`src/rtl/serial_adder_if.sv`:
```
// Handshake and operand/result bundle for the bit-serial adder.
// The master drives the request side; the slave (the adder) drives status and result.
interface serial_adder_if #(
    parameter int WIDTH = 8
);
    logic             start;
    logic [WIDTH-1:0] a;
    logic [WIDTH-1:0] b;
    logic             cin;
    logic             busy;
    logic             done;
    logic [WIDTH-1:0] sum;
    logic             cout;
    logic             ovf;

    modport master (
        output start, a, b, cin,
        input  busy, done, sum, cout, ovf
    );

    modport slave (
        input  start, a, b, cin,
        output busy, done, sum, cout, ovf
    );
endinterface

```
`src/rtl/serial_adder.sv`:
```
// Bit-serial ripple adder: one full-adder cell reused over WIDTH cycles, LSB first,
// with a start/busy/done handshake and registered sum/cout/ovf results.
module serial_adder #(
    parameter int WIDTH = 8
) (
    input logic          clock,
    input logic          reset,
    serial_adder_if.slave bus
);
    localparam int            CW   = $clog2(WIDTH + 1);
    localparam logic [CW-1:0] LAST = CW'(WIDTH - 1);

    typedef enum logic [1:0] {
        IDLE = 2'd0,
        RUN  = 2'd1,
        DONE = 2'd2
    } state_t;

    state_t           state;
    state_t           state_next;
    logic [WIDTH-1:0] a_sh;
    logic [WIDTH-1:0] b_sh;
    logic [WIDTH-1:0] s_sh;
    logic [WIDTH-1:0] s_next;
    logic [WIDTH-1:0] sum_q;
    logic             carry;
    logic             cout_q;
    logic             ovf_q;
    logic [CW-1:0]    cnt;
    logic             bit_s;
    logic             bit_c;
    logic             last_bit;

    // The single full-adder cell; the new sum bit enters the result shifter at the MSB.
    always_comb begin
        bit_s             = a_sh[0] ^ b_sh[0] ^ carry;
        bit_c             = (a_sh[0] & b_sh[0]) | (a_sh[0] & carry) | (b_sh[0] & carry);
        s_next            = s_sh >> 1;
        s_next[WIDTH-1]   = bit_s;
        last_bit          = (cnt == LAST);
    end

    always_ff @(posedge clock) begin
        if (reset) begin
            state <= IDLE;
        end else begin
            state <= state_next;
        end
    end

    always_comb begin
        state_next = state;
        case (state)
            IDLE:    if (bus.start) state_next = RUN;
            RUN:     if (last_bit)  state_next = DONE;
            DONE:    state_next = IDLE;
            default: state_next = IDLE;
        endcase
    end

    // On the last bit the current carry is the carry into the MSB, so ovf is formed directly.
    always_ff @(posedge clock) begin
        if (reset) begin
            a_sh   <= '0;
            b_sh   <= '0;
            s_sh   <= '0;
            carry  <= 1'b0;
            cnt    <= '0;
            sum_q  <= '0;
            cout_q <= 1'b0;
            ovf_q  <= 1'b0;
        end else begin
            case (state)
                IDLE: begin
                    if (bus.start) begin
                        a_sh  <= bus.a;
                        b_sh  <= bus.b;
                        carry <= bus.cin;
                        s_sh  <= '0;
                        cnt   <= '0;
                    end
                end
                RUN: begin
                    a_sh  <= a_sh >> 1;
                    b_sh  <= b_sh >> 1;
                    carry <= bit_c;
                    s_sh  <= s_next;
                    cnt   <= cnt + 1'b1;
                    if (last_bit) begin
                        sum_q  <= s_next;
                        cout_q <= bit_c;
                        ovf_q  <= carry ^ bit_c;
                    end
                end
                default: begin
                end
            endcase
        end
    end

    assign bus.busy = (state == RUN);
    assign bus.done = (state == DONE);
    assign bus.sum  = sum_q;
    assign bus.cout = cout_q;
    assign bus.ovf  = ovf_q;
endmodule

```
`src/flat_wrapper.sv`:
```
// flat-port wrapper written by rule: the top's interface ports become plain ports
module serial_adder_flat 
#(
    parameter int WIDTH = 8
)
  (clock, reset, bus_start, bus_a, bus_b, bus_cin, bus_busy, bus_done, bus_sum, bus_cout, bus_ovf);
  serial_adder_if #(.WIDTH(WIDTH)) bus_i ();
  input logic clock;
  input logic reset;
  input wire logic [$bits(bus_i.start)-1:0] bus_start;
  input wire logic [$bits(bus_i.a)-1:0] bus_a;
  input wire logic [$bits(bus_i.b)-1:0] bus_b;
  input wire logic [$bits(bus_i.cin)-1:0] bus_cin;
  output wire logic [$bits(bus_i.busy)-1:0] bus_busy;
  output wire logic [$bits(bus_i.done)-1:0] bus_done;
  output wire logic [$bits(bus_i.sum)-1:0] bus_sum;
  output wire logic [$bits(bus_i.cout)-1:0] bus_cout;
  output wire logic [$bits(bus_i.ovf)-1:0] bus_ovf;
  assign bus_i.start = bus_start;
  assign bus_i.a = bus_a;
  assign bus_i.b = bus_b;
  assign bus_i.cin = bus_cin;
  assign bus_busy = bus_i.busy;
  assign bus_done = bus_i.done;
  assign bus_sum = bus_i.sum;
  assign bus_cout = bus_i.cout;
  assign bus_ovf = bus_i.ovf;
  serial_adder #(.WIDTH(WIDTH)) u_core (.clock(clock), .reset(reset), .bus(bus_i));
endmodule
```
`config.mk`:
```
export PLATFORM = sky130hd
export DESIGN_NAME = serial_adder_flat
export DESIGN_NICKNAME = d
export VERILOG_FILES = /design/src/rtl/serial_adder_if.sv /design/src/rtl/serial_adder.sv /design/src/flat_wrapper.sv
export SDC_FILE = /design/constraint.sdc
export NUM_CORES = 1
export LEC_CHECK = 0
export BUFFER_PORTS_ARGS = -buffer_cell sky130_fd_sc_hd__buf_4
export CORE_MARGIN = 4
export CORE_UTILIZATION = 55
export CTS_BUF_LIST = sky130_fd_sc_hd__clkbuf_16
export DETAILED_ROUTE_END_ITERATION = 8
export PLACE_DENSITY = 0.88
export REMOVE_ABC_BUFFERS = 1
export SYNTH_ARGS = -nofsm -noshare
export SYNTH_HDL_FRONTEND = slang
export SYNTH_SLANG_ARGS = --single-unit
export TNS_END_PERCENT = 50
```
`constraint.sdc`:
```
create_clock -name clock -period 1.5 [get_ports clock]
set_input_delay 0.15 -clock clock [delete_from_list [all_inputs] [get_ports clock]]
set_output_delay 0.15 -clock clock [all_outputs]
set_load 0.01 [all_outputs]
```
==> After elaboration in Yosys (flattened, before gate mapping) <==
Index checks and enable logic that the tools add are counted.
{ "totals": {"reg_bits": 41, "in_bits": 20, "out_inout_bits": 12, "elab_cells": 41} }
{ "op_classes": {"add_sub_neg": 1, "n_eq_ne": 5, "muxes": 13, "n_bitwise": 8, "reduce_logical": 5} }
{ "op_table": {"columns": ["cell", "n"], "rows": [
  ["case mux 8 bit (2 select lines)", 3],
  ["two-way mux 8 bit", 3],
  ["case mux 4 bit (2 select lines)", 1],
  ["AND reduction 2 bit", 3],
  ["adder 4 x 1 -> 4 bit (second input constant)", 1],
  ["equality test 4 x 3 -> 1 bit (second input constant)", 1],
  ["two-way mux 2 bit", 2],
  ["two-way mux 4 bit", 1],
  ["case mux 2 bit (2 select lines)", 1],
  ["bitwise AND 1 bit", 3],
  ["XOR 1 bit", 3],
  ["equality test 2 x 1 -> 1 bit (second input constant)", 1],
  ["equality test 2 bit (second input constant)", 1],
  ["logical NOT 2 bit", 1],
  ["inequality test 2 x 1 -> 1 bit (second input constant)", 1],
  ["inequality test 2 bit (second input constant)", 1],
  ["OR 1 bit", 2],
  ["case mux 1 bit (2 select lines)", 1],
  ["nonzero test 2 bit", 1],
  ["two-way mux 1 bit", 1]
]} }

==> Longest topological paths before layout <==
Gate-level depths: netlist of the first run.
{ "logic_depth": {"depth_word": 4, "ltp_mapped": 7, "mapped_depth_nobuf": 4} }

==> Worst setup path before layout of the first run <==
Ideal clock, no wire load.
{ "synth_timing": {"kind": "reg2reg", "start": "register u_core.cnt[0]", "end": "register u_core.sum_q[6] (netlist: u_core.bus.sum[6])", "setup_ns": 0.071, "t_arrival_ns": 1.209, "required_ns": 1.429, "setup_slack_ns": 0.220, "path_stages_with_launch": 6, "path_buffers": 1, "synth_period_minus_slack_ns": 1.280, "cell_sequence": "dfxtp_1 > ha_1 > and3b_1 > clkbuf_1 > nand3_1 > a21oi_1"} }
{ "synth_between": {"elab_chain_len": 2} }
{ "synth_rtl": {"columns": ["element", "line", "rtl"], "rows": [
  ["from (decl)", "serial_adder.sv:29", "logic [CW-1:0] cnt;"],
  ["from (signal assigned)", "serial_adder.sv:88", "cnt <= cnt + 1'b1;"],
  ["equality test 4 x 3 -> 1 bit", "serial_adder.sv:40", "last_bit = (cnt == LAST);"],
  ["AND reduction 2 bit (no line)", null, null],
  ["to (signal assigned)", "serial_adder.sv:90", "sum_q <= s_next;"],
  ["to (decl)", "serial_adder.sv:25", "logic [WIDTH-1:0] sum_q;"]
]} }
Every way passes these cells.
A chain may end at the register's enable or synchronous reset.

==> Worst setup path after layout of the first run <==
{ "layout_timing": {"start": "register u_core.state[0]", "end": "output port bus_busy"} }
{ "layout_between": {"elab_chain_len": 1} }
{ "layout_rtl": {"columns": ["element", "line", "rtl"], "rows": [
  ["from (decl)", "serial_adder.sv:19", "state_t state;"],
  ["from (signal assigned)", "serial_adder.sv:47", "state <= state_next;"],
  ["equality test 2 x 1 -> 1 bit", "serial_adder.sv:101", "assign bus.busy = (state == RUN);"],
  ["to (decl)", "flat_wrapper.sv:14", "output wire logic [$bits(bus_i.busy)-1:0] bus_busy;"]
]} }
Every way passes these cells.

==> metrics.yaml, run 1 <==
global_route:
  antenna_found_initial: 0
  grt_max_degree: 42
  grt_first_pass_wirelength_mm: 6.699
  overflow: 0
  grt_pass1_vias: 1453
  grt_use_total: 0.2000
timing:
  tightest_slew_ns: 0.4106
  fin_crit_sh: 0.9014
  maxSlewHeadroom: 0.7263
  fin_worst_skew_ns: 0.002741
  period_minus_slack_ns: 1.352
  finalSetupViolations: 0
  holdWs_ns: 0.1609
  drv_slew: 0
  setup_ws_ns: 0.1479
  hold_viol: 0
  max_freq_ghz: 0.7396
  rsz0062_at_grt: "false"
clock_tree:
  insertion_delay_ns: 0.27
  hold_buffers: 0
  cts_buffers: 5
  cts_tree: "yes"
  cts.sinks: 40
  ctsLongestPathBuffers: 2
  htreeDepth: 2
  clk_pin_slew_ns: 0.05
  cts_root_buffer: "clkbuf_16"
power_and_ir_drop:
  clkPwrFrac: 0.405
  power.density_nw_per_um2: 1078
  p_comb_frac: 0.116
  power_mw: 2.405
  peakVddDrop_uv: 926.5
  pwr-share-seq: 0.479
  p_switching_mw: 0.5664
  p_leak_nw: 0.9152
  power.internal_mw: 1.839
  p_sw_frac: 0.2355
synthesis:
  ys_ff_latch: 40
  synth_flop_cell: "dfxtp_1"
  ys_types: 29
  syn_area_um2: 1843
  avgSynthCellArea_um2: 8.119
  synth_most_common_cell: "a21oi_1"
  yosysSeqAreaShare: 0.4345
  synthTopCellsByArea: "dfxtp_1 (43%), a21oi_1 (12%), o221a_2 (9.2%)"
  yosysWarnings: 0
  synth_edf_count: 0
  netlist_instances: 227
  synth_top_area_frac: 0.4345
  synthArstFlopShare: 0
  synth_top_cell_by_area: "dfxtp_1"
  netlist_top_cells_count: "a21oi_1 (44), dfxtp_1 (40), nor2_1 (38), inv_1 (17), o221a_2 (15)"
setup_path:
  cp.arrival_ns: 1.20
  max_stage_delay_ns: 0.41
  slowest_stage: "dfxtp_1"
  crit_buf_inv: 2
  crit_chain: "nand2b_4 -> inv_4 -> buf_4"
  required_ns: 1.35
  cp-start-kind: "flop"
  critPathKind: "flop to output port"
  cp_max_fo: 23
  endpoint_kind: "output port"
  crit_family: "flip-flops"
drt:
  wl_per_cell_um: 13.80
  first_iter_violations: 157
  route.detailed.drc: 0
  routed_wl_mm: 4.084
  drt-pass1-iter-count: 4
  via_per_inst: 5.733
  drtAntennaViolNets: 0
  vias: 1697
layout:
  instances_no_fill: 296
  fin_area_um2: 2231
  regArea_um2: 800.8
  diodes: 0
  drive_gt1_frac: 0.2421
  multi_input_area_um2: 878.3
  area_growth_pct: 21.05
  nNetsFinal: 273
  nFillCells: 250
placed_design:
  place_area_um2: 2083
  dp_cells: 287
  pre_cts_slack_ns: 0.1125
  post-dp-hpwl_mm: 2.597
  place.port_buffers: 31
  gp_congestion: 0.7325
run_status:
  status: "finished clean"
min_path:
  hp-class: "input port to flop"
floorplanning:
  rows: 20
  coreArea_um2: 3128
  dieArea_um2: 4341
  die_x_um: 65.89
  start_util: 0.5892
  pin_count: 32
  die_h_um: 65.89
job:
  max_cap_viol_count: 0
==> per-stage QoR <==
stage | util | setup TNS (ns)
global placement | 0.6660 | 0
finish | 0.7132 | 0
global route | 0.7132 | 0
floorplan | - | -4.265
detailed placement | 0.6660 | 0
CTS | 0.7096 | 0
==> per-layer routing <==
metal / part of all wire / wire length [um] / vias up / global-route usage
met5: 0 / 0 / - / 0
met4: 0.010 / 42 / 0 / 0.05440
met3: 0.057 / 233 / 6 / 0.07483
met2: 0.48 / 1950 / 55 / 0.2916
met1: 0.45 / 1858 / 792 / 0.2751
li1: - / - / 844 / -
==> final cells by class <==
class                      count  share of cell area
clock buffer                   5             0.05609
clock inverter                 3            0.005048
inverter                      18             0.03141
multi-input combinational    149              0.3937
sequential                    40              0.3589
tap                           44             0.02468
timing repair buffer          37              0.1301
==> sequential cells by signal (all words and copies together) (netlist names) <==
signal / flops
u_core.bus.cout: 1
u_core.a_sh: 8
u_core.state: 2
u_core.carry: 1
u_core.b_sh: 8
u_core.s_sh: 7
u_core.bus.ovf: 1
u_core.cnt: 4
u_core.bus.sum: 8
==> worst reg2reg max path, cell delays in order, from the launching register on <==
cell      delay, ns
dfxtp_1        0.36
fa_1           0.48
xnor2_1        0.14
a311oi_1       0.25
==> placed cells by master, fill, tap and decap left out, types with 2 or more instances in the layout <==
master      n
a21oi_1    44
nand2_1     3
dfxtp_1    40
inv_1      19
nand3_1    11
a211oi_1    2
o22ai_1     2
clkbuf_16   5
nor2b_1     4
buf_4      36
a22oi_1     8
nor2_1     38
o21ai_0     9
o221a_2    15
==> power by group through the flow <==
stage | combinational, mW | sequential [mW] | clock [mW]
2_1_floorplan | 0.158 | 1.17 | 0
5_1_grt | 0.311 | 1.16 | 1.04
3_3_place_gp | 0.265 | 1.17 | 0
6_report | 0.278 | 1.15 | 0.975
4_1_cts | 0.274 | 1.15 | 0.987
3_5_place_dp | 0.272 | 1.17 | 0
==> final timing paths <==
path	depth (start not counted)	slack, ns	start	end
max	3	0.15	u_core.state[0]$_SDFFE_PP0P_	bus_busy
min	3	0.16	bus_b[7]	u_core.b_sh[7]$_SDFFE_PP0P_
max reg2reg	3	0.17	u_core.carry$_SDFFE_PP0P_	u_core.bus.ovf$_SDFFE_PP0P_
min reg2reg	2	0.48	u_core.bus.sum[2]$_SDFFE_PP0P_	u_core.bus.sum[2]$_SDFFE_PP0P_
==> logic make-up (layout without fill, tap and decap cells) <==
group | Yosys count | in the layout | share of synthesized area
XOR/XNOR | 1 | 1 | 0.004753
multiplexers | 1 | 1 | 0.005431
buffers and inverters | 38 | 63 | 0.08961
adder cells (fa/ha/maj) | 2 | 2 | 0.01765
AO/OA/AOI/OAI | 83 | 83 | 0.2953
AND/OR/NAND/NOR | 62 | 62 | 0.1527
flip-flops | 40 | 40 | 0.4345
==> repair_timing <==
| action | CTS | global route |
|---|---|---|
| buffers inserted | 0 | 1 |
| endpoints found under the setup margin | 0 | 6 |
| gates resized for setup | 0 | 3 |
Power figures use the tool's default switching activity.
==> run 2, diff against run 1 <==
--- a/config.mk
+++ b/config.mk
@@ -11,7 +11,7 @@
 export CTS_BUF_LIST = sky130_fd_sc_hd__clkbuf_16
 export DETAILED_ROUTE_END_ITERATION = 8
 export PLACE_DENSITY = 0.88
-export REMOVE_ABC_BUFFERS = 1
+export SETUP_SLACK_MARGIN = 0.2
 export SYNTH_ARGS = -nofsm -noshare
 export SYNTH_HDL_FRONTEND = slang
 export SYNTH_SLANG_ARGS = --single-unit
==> metrics.yaml, run 2 (synthesis gave the netlist of run 1 again) <==
synthesis:
  syn_nets: 249
timing:
  holdWs_ns: 0.1494  # -0.01156 ns
  fin_worst_skew_ns: 0.004668  # +0.001926 ns
  hold_viol: 0  # unchanged
  period_minus_slack_ns: 1.257  # -0.09482 ns
  drv_slew: 0  # unchanged
  setup_ws_ns: 0.2427  # +0.09482 ns
  fin_crit_sh: 0.8382  # -0.06321
  tightest_slew_ns: 0.4108  # +0.0002321 ns
  max_freq_ghz: 0.7954  # +7.5%
  rsz0062_at_grt: "true"
  maxSlewHeadroom: 0.7261  # about the same
  fin_setup_tns_ns: 0  # unchanged
  finalSetupViolations: 0  # unchanged
global_route:
  grt_first_pass_wirelength_mm: 7.265  # +8.4%
  overflow: 0  # unchanged
  grt_pass1_vias: 1596  # +9.8%
  grt_max_degree: 42  # unchanged
  antenna_found_initial: 0  # unchanged
  grt_use_total: 0.2193  # +0.01928
placed_design:
  pre_cts_slack_ns: 0.08538  # -0.02716 ns
  post-dp-hpwl_mm: 2.613  # +0.60%
  place.port_buffers: 31  # unchanged
  gp_congestion: 0.7558  # +3.2%
  place_area_um2: 2093  # +0.48%
  dp_cells: 290  # +1.0%
run_status:
  status: "finished clean"
drt:
  drtAntennaViolNets: 0  # unchanged
  route.detailed.drc: 0  # unchanged
  first_iter_violations: 174  # +11%
  drt-pass1-iter-count: 5  # +1
  via_per_inst: 5.725  # -0.15%
  routed_wl_mm: 4.470  # +9.5%
  vias: 1746  # +2.9%
  wl_per_cell_um: 14.66  # +6.2%
layout:
  area_growth_pct: 26.61
  diodes: 0  # unchanged
  most-common-layout-cells: "a21oi_1 (44), buf_4 (44), nor2_1 (38)"
  fin_area_um2: 2333  # +4.6%
  drive_gt1_frac: 0.3103  # +0.06828
  nNetsFinal: 282  # +3.3%
  fin_util: 0.7460  # +0.03280
  nFillCells: 225  # -10%
  instances_no_fill: 305  # +3.0%
setup_path:
  crit_start: "u_core.state[1]$_SDFFE_PP0P_"
  required_ns: 1.35  # about the same
  critPathKind: "flop to output port"
  cp-start-kind: "flop"
  max_stage_delay_ns: 0.34  # -0.07 ns
  cp_max_fo: 23  # unchanged
  slowest_stage: "dfxtp_1"
  endpoint_kind: "output port"
  cp.arrival_ns: 1.11  # -0.09 ns
  r2r-start: "u_core.carry$_SDFFE_PP0P_"
  crit_chain: "nand2b_4 -> inv_6 -> buf_4"
power_and_ir_drop:
  p_leak_nw: 0.9611  # +5.0%
  power_mw: 2.456  # +2.1%
  power.density_nw_per_um2: 1052  # -2.4%
  peakVddDrop_uv: 933.8  # +0.79%
clock_tree:
  cts_buffers: 5  # unchanged
  cts_tree: "yes"
  htreeDepth: 2  # unchanged
  clk_pin_slew_ns: 0.05  # about the same
  cts_root_buffer: "clkbuf_16"
  insertion_delay_ns: 0.28  # about the same
  ctsLongestPathBuffers: 2  # unchanged
  cts.sinks: 40  # unchanged
floorplanning:
  coreArea_um2: 3128  # unchanged
  start_util: 0.5892  # unchanged
  rows: 20  # unchanged
  die_h_um: 65.89  # unchanged
  pin_count: 32  # unchanged
  die_x_um: 65.89  # unchanged
  dieArea_um2: 4341  # unchanged
min_path:
  min_from: "bus_a[7]"
  hp-class: "input port to flop"
job:
  max_cap_viol_count: 0  # unchanged
[run 2: changes by cell type in the layout (fill, tap and decap cells not counted), sizes merged]
| cell | change |
|---|---|
| buf | +9 |
| clkinv | +2 |
| inv | -2 |
[run 2: final timing paths]
check,endpoint,slack [ns],cells past startpoint
setup reg to reg,u_core.s_sh[7]$_SDFFE_PP0P_,0.24,3
hold / removal,u_core.a_sh[7]$_SDFFE_PP0P_,0.15,3
setup / recovery,bus_busy,0.24,3
hold reg to reg,u_core.bus.sum[0]$_SDFFE_PP0P_,0.46,2
[run 2: layout make-up]
class	instances	area [um^2]	area share
clock inverters	3	13.76	0.005898
repair buffers	46	361.6	0.1550
clock buffers	5	125.1	0.05362
inverters	18	72.57	0.03110
flip-flops and latches	40	808.3	0.3464
well taps	44	55.05	0.02359
multi-input cells	149	897.1	0.3844
[run 2: where the power goes]
part / switching [mW] / internal [mW]
Clock: 0.399 / 0.603
Combinational: 0.151 / 0.142
Sequential: 0.0477 / 1.11
[run 2: worst max-delay path, delay by kind of cell, from the launching register on]
family	cells	cell delay, ns
simple gates	1	0.19
flops	1	0.34
buf+inv	2	0.30
[run 2: metal layers]
layer | global-route usage | vias up | wire [um]
met1 | 0.2685 | 834 | 1906
met5 | 0 | - | 0
met3 | 0.06803 | 7 | 223
met4 | 0.09585 | 0 | 70
li1 | - | 861 | -
met2 | 0.3517 | 44 | 2269
[run 2: repair_timing]
item,4_1_cts,5_1_grt
setup buffers,3,4
resized for setup,3,11
endpoints found under the setup margin,14,23
hold buffers,0,0
pin swaps,2,2
==> run 3, diff against run 2 <==
==> constraint.sdc (replaced) <==
create_clock -name clock -period 1.3 [get_ports clock]
set_input_delay 0.13 -clock clock [delete_from_list [all_inputs] [get_ports clock]]
set_output_delay 0.13 -clock clock [all_outputs]
set_load 0.01 [all_outputs]
==> metrics.yaml, run 3 (synthesis gave the netlist of run 1 again) <==
drt:
  vias: 1991  # +14%
  drt-pass1-iter-count: 5  # unchanged
  wl_met3_um: 473  # +110%
  met1_length_mm: 2.455  # +29%
  via_per_inst: 6.222  # +8.7%
  wl_per_cell_um: 19.28  # +32%
  highest_layer: "met4"
  drtAntennaViolNets: 0  # unchanged
  first_iter_violations: 369  # +110%
  route.detailed.drc: 0  # unchanged
  wl_met2_mm: 2.927  # +29%
  routed_wl_mm: 6.169  # +38%
setup_path:
  critPathKind: "flop to flop"
  cp-start-kind: "flop"
  crit_buf_inv: 0  # -2
  slowest_stage: "fa_2"
  required_ns: 1.49  # +0.14 ns
  max_stage_delay_ns: 0.44  # +0.10 ns
  crit_chain: "fa_2 -> xnor2_2 -> a311oi_2"
  cp.arrival_ns: 1.54  # +0.43 ns
  crit_family: "adder cells"
  cp_max_fo: 3  # -87%
  endpoint_kind: "flop"
global_route:
  grt_first_pass_wirelength_mm: 8.369  # +15%
  antenna_found_initial: 0  # unchanged
  grt_max_degree: 42  # unchanged
  overflow: 0  # unchanged
  grt_pass1_vias: 1759  # +10%
  grt_use_total: 0.2536  # +0.03431
timing:
  fin_worst_skew_ns: 0.007048  # +0.002381 ns
  fin_setup_tns_ns: -0.04785  # -0.04785 ns
  max_freq_ghz: 0.7419
  hold_viol: 0  # unchanged
  holdWs_ns: 0.1356  # -0.01381 ns
  fin_crit_sh: 1.037
  drv_slew: 0  # unchanged
  rsz0062_at_grt: "true"
  setup_ws_ns: -0.04785  # -0.2906 ns
  period_minus_slack_ns: 1.348
  tightest_slew_ns: 0.4123  # +0.001508 ns
  maxSlewHeadroom: 0.7251  # -0.001005
  finalSetupViolations: 1  # +1
power_and_ir_drop:
  p_leak_nw: 1.076  # +12%
  power.density_nw_per_um2: 1158  # +10%
  power_mw: 3.006  # +22%
  peakVddDrop_uv: 997.0  # +6.8%
clock_tree:
  cts_root_buffer: "clkbuf_16"
  cts.sinks: 40  # unchanged
  htreeDepth: 2  # unchanged
  insertion_delay_ns: 0.29  # about the same
  cts_tree: "yes"
  ctsLongestPathBuffers: 2  # unchanged
  hold_buffers: 0  # unchanged
  cts_buffers: 5  # unchanged
  clk_pin_slew_ns: 0.06  # about the same
synthesis:
  syn_nets: 249  # unchanged
layout:
  drive_gt1_frac: 0.3804  # +0.07009
  area_growth_pct: 40.87
  instances_no_fill: 320  # +4.9%
  final_common_cell: "buf_4"
  nFillCells: 168  # -25%
  fin_util: 0.8300  # +0.08400
  diodes: 0  # unchanged
  nNetsFinal: 297  # +5.3%
  most-common-layout-cells: "buf_4 (47), a21oi_1 (44), nor2_1 (37)"
  fin_area_um2: 2596  # +11%
floorplanning:
  dieArea_um2: 4341  # unchanged
  pin_count: 32  # unchanged
  die_h_um: 65.89  # unchanged
  rows: 20  # unchanged
  start_util: 0.5892  # unchanged
  die_x_um: 65.89  # unchanged
  coreArea_um2: 3128  # unchanged
placed_design:
  post-dp-hpwl_mm: 2.784  # +6.6%
  place_area_um2: 2143  # +2.4%
  gp_congestion: 0.7691  # +1.8%
  pre_cts_slack_ns: 0.02327  # -0.06211 ns
  dp_cells: 291  # +0.34%
  place.port_buffers: 31  # unchanged
run_status:
  status: "complete, but fails checks"
  violations: "setup timing"
job:
  max_cap_viol_count: 0  # unchanged
min_path:
  hp-class: "input port to flop"
## run 3: cell types whose count changed in the layout (fill, tap and decap cells not counted), moves of 2 or more
cell,change
a22oi_1,-3
a22oi_2,+3
buf_4,+3
buf_6,+9
clkinv_2,-2
clkinvlp_4,+2
dfxtp_2,-2
dfxtp_4,+3
o21ai_0,-4
o21ai_1,+4
o221a_2,-2
o221a_4,+2
## run 3: worst paths after layout
path / start / endpoint / slack [ns] / cells past startpoint
max: u_core.carry$_SDFFE_PP0P_ / u_core.bus.ovf$_SDFFE_PP0P_ / -0.05 / 3
min: bus_b[7] / u_core.b_sh[7]$_SDFFE_PP0P_ / 0.14 / 3
max reg2reg: u_core.carry$_SDFFE_PP0P_ / u_core.bus.ovf$_SDFFE_PP0P_ / -0.05 / 3
min reg2reg: u_core.bus.sum[2]$_SDFFE_PP0P_ / u_core.bus.sum[2]$_SDFFE_PP0P_ / 0.48 / 2
## run 3: power breakdown
group / switching (mW) / total (mW) / internal, mW
clock: 0.508 / 1.21 / 0.704
combinational: 0.233 / 0.454 / 0.221
sequential: 0.0596 / 1.34 / 1.28
## run 3: final cells by class
cell class                      instances  area, um^2  area share
Multi-Input combinational cell        149       965.9      0.3720
Sequential cell                        40       817.0      0.3147
Timing Repair Buffer                   60       533.0      0.2053
Clock buffer                            5       125.1     0.04819
Inverter                               18       75.07     0.02892
Tap cell                               44       55.05     0.02120
Clock inverter                          3       18.77    0.007229
Timing Repair inverter                  1       6.256    0.002410
## run 3: metal layers
| layer | up-vias | GRT usage |
|---|---|---|
| met1 | 933 | 0.3178 |
| met2 | 131 | 0.4068 |
| li1 | 891 | - |
| met3 | 36 | 0.05102 |
| met4 | 0 | 0.1347 |
| met5 | - | 0 |
## run 3: worst register-to-register path, delay by kind of cell, from the launching register on
family / cells / cell delay, ns
fa+ha+maj: 1 / 0.44
flops: 1 / 0.36
compound gates: 1 / 0.27
xor+xnor: 1 / 0.18
## run 3: timing repair
item / 4_1_cts / 5_1_grt
pin swaps: 6 / 5
setup buffers: 13 / 5
endpoints found under the setup margin: 39 / 41
endpoints found under the hold margin: 0 / 0
resized for setup: 19 / 20
gates cloned: 2 / 1
